**src/rtl/clk_mode_sw_ctrl.sv**
```systemverilog
// Sequences {enable, mode} changes onto the intcore clock switch cell without glitches:
// gate off, wait out synchronizer and ICG, flip mode, settle, re-enable. One request in flight at a time.
module clk_mode_sw_ctrl #(
    parameter int SYNC_STAGES = 2,
    parameter int GUARD_CYC   = 2,
    parameter int SETTLE_CYC  = 4,
    parameter bit RST_MODE    = 1'b0,
    parameter int CNT_W       = 4
) (
    input  logic i_clk_ref,
    input  logic rst,
    input  logic req_valid,
    output logic req_ready,
    input  logic req_enable,
    input  logic req_mode,
    output logic intcore_clk_sw_enable,
    output logic intcore_clk_mode,
    output logic sw_busy,
    output logic sw_done
);

    typedef enum logic [2:0] {
        IDLE     = 3'd0,
        GATE_OFF = 3'd1,
        SWITCH   = 3'd2,
        GATE_ON  = 3'd3,
        DONE     = 3'd4
    } state_t;

    // Counter preloads: each state lasts (load + 1) cycles.
    localparam logic [CNT_W-1:0] OFF_LD    = CNT_W'(SYNC_STAGES + GUARD_CYC - 1);
    localparam logic [CNT_W-1:0] SETTLE_LD = CNT_W'(SETTLE_CYC - 1);
    localparam logic [CNT_W-1:0] ON_LD     = CNT_W'(SYNC_STAGES - 1);

    state_t           state;
    logic [CNT_W-1:0] cnt;
    logic             lat_enable;
    logic             lat_mode;
    logic             lat_mode_chg;
    logic             accept;
    logic             mode_chg;

    assign req_ready = (state == IDLE);
    assign accept    = req_valid & req_ready;
    assign mode_chg  = (req_mode != intcore_clk_mode);

    always_ff @(posedge i_clk_ref or posedge rst) begin
        if (rst) begin
            state                 <= IDLE;
            cnt                   <= '0;
            lat_enable            <= 1'b0;
            lat_mode              <= 1'b0;
            lat_mode_chg          <= 1'b0;
            intcore_clk_sw_enable <= 1'b1;
            intcore_clk_mode      <= RST_MODE;
            sw_busy               <= 1'b0;
            sw_done               <= 1'b0;
        end else begin
            sw_done <= 1'b0;
            case (state)
                IDLE: begin
                    if (accept) begin
                        sw_busy      <= 1'b1;
                        lat_enable   <= req_enable;
                        lat_mode     <= req_mode;
                        lat_mode_chg <= mode_chg;
                        if (mode_chg && intcore_clk_sw_enable) begin
                            intcore_clk_sw_enable <= 1'b0;
                            cnt                   <= OFF_LD;
                            state                 <= GATE_OFF;
                        end else if (mode_chg) begin
                            // Clock already gated long ago: flip mode immediately.
                            intcore_clk_mode <= req_mode;
                            cnt              <= SETTLE_LD;
                            state            <= SWITCH;
                        end else if (req_enable == intcore_clk_sw_enable) begin
                            sw_done <= 1'b1;
                            state   <= DONE;
                        end else if (!req_enable) begin
                            intcore_clk_sw_enable <= 1'b0;
                            cnt                   <= OFF_LD;
                            state                 <= GATE_OFF;
                        end else begin
                            intcore_clk_sw_enable <= 1'b1;
                            cnt                   <= ON_LD;
                            state                 <= GATE_ON;
                        end
                    end
                end
                GATE_OFF: begin
                    if (cnt != '0) begin
                        cnt <= cnt - 1'b1;
                    end else if (lat_mode_chg) begin
                        intcore_clk_mode <= lat_mode;
                        cnt              <= SETTLE_LD;
                        state            <= SWITCH;
                    end else begin
                        sw_done <= 1'b1;
                        state   <= DONE;
                    end
                end
                SWITCH: begin
                    if (cnt != '0) begin
                        cnt <= cnt - 1'b1;
                    end else if (lat_enable) begin
                        intcore_clk_sw_enable <= 1'b1;
                        cnt                   <= ON_LD;
                        state                 <= GATE_ON;
                    end else begin
                        sw_done <= 1'b1;
                        state   <= DONE;
                    end
                end
                GATE_ON: begin
                    if (cnt != '0) begin
                        cnt <= cnt - 1'b1;
                    end else begin
                        sw_done <= 1'b1;
                        state   <= DONE;
                    end
                end
                DONE: begin
                    sw_busy <= 1'b0;
                    state   <= IDLE;
                end
                default: begin
                    sw_busy <= 1'b0;
                    state   <= IDLE;
                end
            endcase
        end
    end

endmodule

```
**config.mk**
```make
export PLATFORM = sky130hd
export DESIGN_NAME = clk_mode_sw_ctrl
export DESIGN_NICKNAME = d
export VERILOG_FILES = /design/src/rtl/clk_mode_sw_ctrl.sv
export SDC_FILE = /design/constraint.sdc
export NUM_CORES = 1
export LEC_CHECK = 0
export CORE_MARGIN = 1.5
export CORE_UTILIZATION = 25
export CTS_BUF_LIST = sky130_fd_sc_hd__clkbuf_16
export CTS_CLUSTER_DIAMETER = 120
export DETAILED_ROUTE_END_ITERATION = 10
export DONT_BUFFER_PORTS = 1
export GPL_TIMING_DRIVEN = 0
export MAX_ROUTING_LAYER = met4
export PLACE_DENSITY_LB_ADDON = 0.2
export SYNTH_ARGS = -nofsm -noshare
export SYNTH_HDL_FRONTEND = slang
export SYNTH_SLANG_ARGS = --single-unit
```
**constraint.sdc**
```tcl
create_clock -name i_clk_ref -period 2.4 [get_ports i_clk_ref]
set_input_delay 0.6 -clock i_clk_ref [delete_from_list [all_inputs] [get_ports i_clk_ref]]
set_output_delay 0.6 -clock i_clk_ref [all_outputs]
set_load 0.02 [all_outputs]
```
==> flow_summary.ini, run 1 <==
[cts]
ctsLongestPathBuffers = 2
cts_buffers = 3
cts_max_level = 1
cts_hold_buf = 0
cts_root_buffer = clkbuf_16
postCtsResizedCells = 0
insertion_delay_ns = 0.25
cts_sinks = 14
clkSlewWorstSetupHoldPaths_ns = 0.05
cts_tree = yes
post_cts_buffers = 0

[synth]
synth_edf_count = 0
synth_flop_cell = dfrtp_1
synth.cell_area_sq_um = 863
ys_async_sr_fraction_pct = 100
syn_inst = 88
synth_nets = 96
netlist-cell-type-count = 40
synth_seq_cells = 14
yosysSeqAreaShare_pct = 40.7
synth.avg_cell_area_sq_um = 9.81
yosys_warnings = 0

[global_route]
grt_overflow = 0
grt_max_degree = 15
grt_pass1_wl_um = 2960
met3_usage_pct = 2.90
antenna_found_initial = 0
grtUsageMet2_pct = 16.1
grt_usage_pct = 11.6
top_usage_layer = met2
first_global_vias = 608
use_met1_pct = 14.4

[final_layout]
final_nets = 101
insertedDiodeCount = 0
fillers = 355
areaGrowthSynthToFinish_pct = 15.8
drive_gt1_share_pct = 10.9

[setup_path]
critical_path_class = register to primary output
critPathSlowestCell = nor3_2
crit_arrival_ns = 1.41
crit_path_max_incr_delay_ns = 0.59
critical_path_required_ns = 1.80
reg2reg_slack_ns = 0.44
start_kind = register
cp_max_fo = 10
cp_cell_sequence = buf_2 -> nor3_2
end_kind = primary output

[pwr]
p_per_area_nw_per_um2 = 1550
power.total_w = 0.00155
vdd_drop_max_v = 0.000269
p_leak_nw = 0.425

[drt]
wl_per_cell_um = 13.8
drcViolationCount = 0
wl_um = 1900
drt-pass1-iter-count = 4
vias = 681
ant_nets = 0
via_per_inst = 4.93
drt-initial-drc-count = 32

[worst_hold_path]
hold_path_class = primary input to async pin

[die]
num_io_pins = 10
placementRows = 21
die_y_um = 61.8
dieArea_sq_um = 3810
die_x_um = 61.8
core_sq_um = 3340
start_util_pct = 25.9

[run_status]
status = finished, final reports clean

[sta]
rsz0062_at_grt = no
finalClockSkew_ns = 0.00484
tightestPinTransition_ns = 0.666
tns_ns = 0
layout_min_cycle_time_ns = 2.01
slew_headroom_pct = 55.4
fmax_ghz = 0.499
finalSetupViolations = 0
slew_violations = 0
min_period_over_period_pct = 83.6
final_hold_viol_count = 0

[placed_design]
portBuffers = 0
gp_congestion = 0.768
dp_hpwl_um = 1360

[run]
maxCapViolations = 0
area by class of cell:
type | instances | area, sq um | area share, %
buffer | 3 | 13.8 | 1.38
clock buffer | 3 | 75.1 | 7.51
clock inverter | 1 | 3.75 | 0.375
inverter | 9 | 33.8 | 3.38
multi-input combinational | 62 | 464 | 46.4
sequential | 14 | 352 | 35.2
tap | 46 | 57.6 | 5.76
synth_stat cells (2+ instances only):
cell type	count	area share [%]
a21oi_1	5	2.9
a31oi_1	2	1.4
buf_2	2	1.2
dfrtp_1	13	38
ha_1	3	4.3
inv_1	9	3.9
mux2_1	4	5.2
mux2i_1	3	3.5
nand2_1	5	2.2
nand2b_1	4	2.9
nand3b_1	2	1.7
nor2_1	3	1.3
nor3_1	3	1.7
o21ai_0	2	1.2
o22ai_1	3	2.2
cells in the final DEF (no fill, tap or decap), types with 2 or more instances in the layout:
master	count
dfrtp_1	13
inv_1	10
nand2_1	5
a21oi_1	5
mux2_1	4
nand2b_1	4
nor2_1	3
mux2i_1	3
o22ai_1	3
nor3_1	3
ha_1	3
clkbuf_16	3
buf_2	2
nand3b_1	2
a31oi_1	2
o21ai_0	2
flip-flops by register name, indices dropped and copies added, names as in the netlist:
name	flops
intcore_clk_sw_enable	1
intcore_clk_mode	1
lat_mode_chg	1
sw_done	1
sw_busy	1
lat_mode	1
cnt	4
lat_enable	1
state	3
stage by stage:
| step | utilization (%) | hold slack (ns) | instance area (sq um) | setup slack, ns | std cells |
|---|---|---|---|---|---|
| after floorplan | - | 0.460 | 863 | 0.657 | 88 |
| after global placement | 27.6 | 0.477 | 921 | 0.461 | 134 |
| after detailed placement | 27.6 | 0.484 | 921 | 0.466 | 134 |
| after CTS | 30.0 | 0.321 | 1000 | 0.389 | 138 |
| after global routing | 30.0 | 0.352 | 1000 | 0.344 | 138 |
| final | 30.0 | 0.287 | 1000 | 0.394 | 138 |
kinds of logic (layout without fill, tap and decap cells):
family	count (synthesis)	count (layout)	synth area share [%]
compound gates	26	26	21.0
xor+xnor	2	2	2.03
fa+ha+maj	3	3	4.35
buf+inv	12	16	5.51
flops	14	14	40.7
mux	8	8	10.0
simple gates	23	23	16.4
where the power goes:
part | switching, W | internal [W] | total, W
clock | 0.000102 | 0.000221 | 0.000322
sequential | 0.000144 | 0.000359 | 0.000503
combinational | 0.000418 | 0.000306 | 0.000724
total | 0.000663 | 0.000885 | 0.00155
worst paths after layout:
check / start / cells past startpoint / endpoint
setup / recovery: state[0] / 2 / req_ready
hold / removal: rst / 1 / cnt[2]
setup reg to reg: intcore_clk_sw_enable / 5 / intcore_clk_sw_enable
hold reg to reg: lat_mode / 1 / lat_mode
max in group asynchronous: rst / 1 / intcore_clk_sw_enable
min in group i_clk_ref: req_mode / 1 / lat_mode
critical path, delay by kind of cell, from the launching register on:
kind                   cells  cell delay [ns]
AND/OR/NAND/NOR            1             0.59
buffers and inverters      1             0.19
flip-flops                 1             0.38
metal layers:
| layer | up-vias | wire length, um |
|---|---|---|
| met5 | - | 0 |
| met4 | 0 | 33 |
| met3 | 2 | 82 |
| met2 | 16 | 870 |
| met1 | 328 | 918 |
| li1 | 335 | - |
Note: power is estimated with default switching activity, not from simulation.
==> run 2, diff against run 1 <==
==> constraint.sdc (replaced) <==
create_clock -name i_clk_ref -period 1.7 [get_ports i_clk_ref]
set_input_delay 0.425 -clock i_clk_ref [delete_from_list [all_inputs] [get_ports i_clk_ref]]
set_output_delay 0.425 -clock i_clk_ref [all_outputs]
set_load 0.02 [all_outputs]
==> flow_summary.ini, run 2 (same netlist as run 1, synthesis figures left out) <==
[run]
maxCapViolations = 0

[cts]
cts_tree = yes
cts_root_buffer = clkbuf_16
insertion_delay_ns = 0.25
cts_buffers = 3
cts_hold_buf = 0
cts_max_level = 1
clkSlewWorstSetupHoldPaths_ns = 0.05
cts_sinks = 14
ctsLongestPathBuffers = 2

[drt]
dr.max_layer_used = met4
wl_met3_um = 106
drt-pass1-iter-count = 5
drt-initial-drc-count = 15
ant_nets = 0
met2_wirelength_um = 979
vias = 742
via_per_inst = 4.98
wl_um = 2120
wl_per_cell_um = 14.2
drcViolationCount = 0
met1_length_um = 993

[sta]
fmax_ghz = 0.580
min_period_over_period_pct = 101
layout_min_cycle_time_ns = 1.72
fin_ws_ns = -0.0239
slew_headroom_pct = 62.8
finalSetupViolations = 2
rsz0062_at_grt = yes
final_hold_viol_count = 0
finalClockSkew_ns = 0.00469
fin_hold_ws_ns = 0.116
slew_violations = 0
tns_ns = -0.0397
tightestPinTransition_ns = 0.558

[setup_path]
crit_path_max_incr_delay_ns = 0.38
crit_start = cnt[1]
critPathSlowestCell = dfrtp_1
crit_arrival_ns = 1.90
cp_cell_sequence = inv_2 -> ha_4 -> nor3b_4 -> mux2i_1 -> or2_1 -> o32a_1
timing.rr.start = cnt[1]
end_kind = register
critical_path_class = register to register
critical_path_required_ns = 1.87
cp_max_fo = 6
start_kind = register

[placed_design]
placed_cell_area_sq_um = 921
portBuffers = 0
placed_cells = 134
dp_hpwl_um = 1390
gp_congestion = 0.735

[die]
core_sq_um = 3340
dieArea_sq_um = 3810
die_x_um = 61.8
num_io_pins = 10
start_util_pct = 25.9
placementRows = 21
die_y_um = 61.8

[final_layout]
stdcell_area_sq_um = 1180
insertedDiodeCount = 0
drive_gt1_share_pct = 34.0
top_register = cnt
areaGrowthSynthToFinish_pct = 36.5
top_regs = cnt: 4 flops, state: 3 flops
largest_register_ffs = 4
final_nets = 112
mostFrequentLayoutCells = 13 x dfrtp_1, 12 x buf_4, 6 x inv_1
fin_cells = 149
layout_commonest_cell = dfrtp_1

[global_route]
grt_usage_pct = 12.4
first_global_vias = 716
grt_pass1_wl_um = 3330
antenna_found_initial = 0
grt_max_degree = 15
grt_overflow = 0

[pwr]
vdd_drop_max_v = 0.000465
power.total_w = 0.00258
p_leak_nw = 0.500
p_per_area_nw_per_um2 = 2190

[run_status]
failed_checks = setup timing
status = finished with violations

[worst_hold_path]
hold_path_class = primary input to async pin
[run 2: changes by cell type in the layout (fill, tap and decap cells not counted), moves of 2 or more]
| cell | change |
|---|---|
| ha_1 | -2 |
| buf_4 | +12 |
| buf_2 | -2 |
| inv_1 | -4 |
| ha_4 | +2 |
| inv_2 | +3 |
[run 2: cell type report]
| type | instances | area (sq um) |
|---|---|---|
| inverter | 9 | 33.8 |
| multi-input combinational | 62 | 551 |
| clock inverter | 1 | 3.75 |
| fill | 345 | 2160 |
| timing repair buffer | 11 | 82.6 |
| clock buffer | 3 | 75.1 |
| sequential | 14 | 352 |
| buffer | 3 | 23.8 |
| tap | 46 | 57.6 |
[run 2: power by group]
part	internal [W]	switching [W]	total, W
Combinational	0.000681	0.000719	0.00140
Sequential	0.000506	0.000219	0.000725
Clock	0.000312	0.000141	0.000453
[run 2: path summary, 6_finish.rpt]
| kind | depth (start not counted) | slack (ns) | end |
|---|---|---|---|
| max | 6 | -0.02 | intcore_clk_sw_enable |
| max reg2reg | 6 | -0.02 | intcore_clk_sw_enable |
| min | 1 | 0.12 | state[0] |
| min reg2reg | 1 | 0.49 | lat_mode |
| min in group i_clk_ref | 1 | 0.31 | lat_mode |
| max in group asynchronous | 1 | 1.21 | sw_done |
[run 2: per-stage QoR]
step / worst slack (ns) / utilization [%]
2_1_floorplan: 0.00909 / -
3_5_place_dp: -0.205 / 27.6
4_1_cts: -0.0509 / 33.0
3_3_place_gp: -0.223 / 27.6
5_1_grt: -0.129 / 35.3
6_report: -0.0239 / 35.3
[run 2: routing by layer]
layer	global-route usage [%]	vias up
met1	15.1	370
li1	-	350
met5	-	-
met2	19.1	17
met3	3.52	5
met4	5.47	0
[run 2: repair_timing]
action,in CTS,in global routing
pin swaps,3,5
gates cloned,0,0
setup buffers,6,5
endpoints found under the hold margin,0,0
endpoints found under the setup margin,14,10
gates resized for setup,11,13
[run 2: worst max-delay path: cells and delay by family (launching register included)]
kind                     cells  cell delay (ns)
adder cells (fa/ha/maj)      1             0.13
multiplexers                 1             0.15
AND/OR/NAND/NOR              2             0.58
flip-flops                   1             0.38
buffers and inverters        1             0.08
AO/OA/AOI/OAI                1             0.33
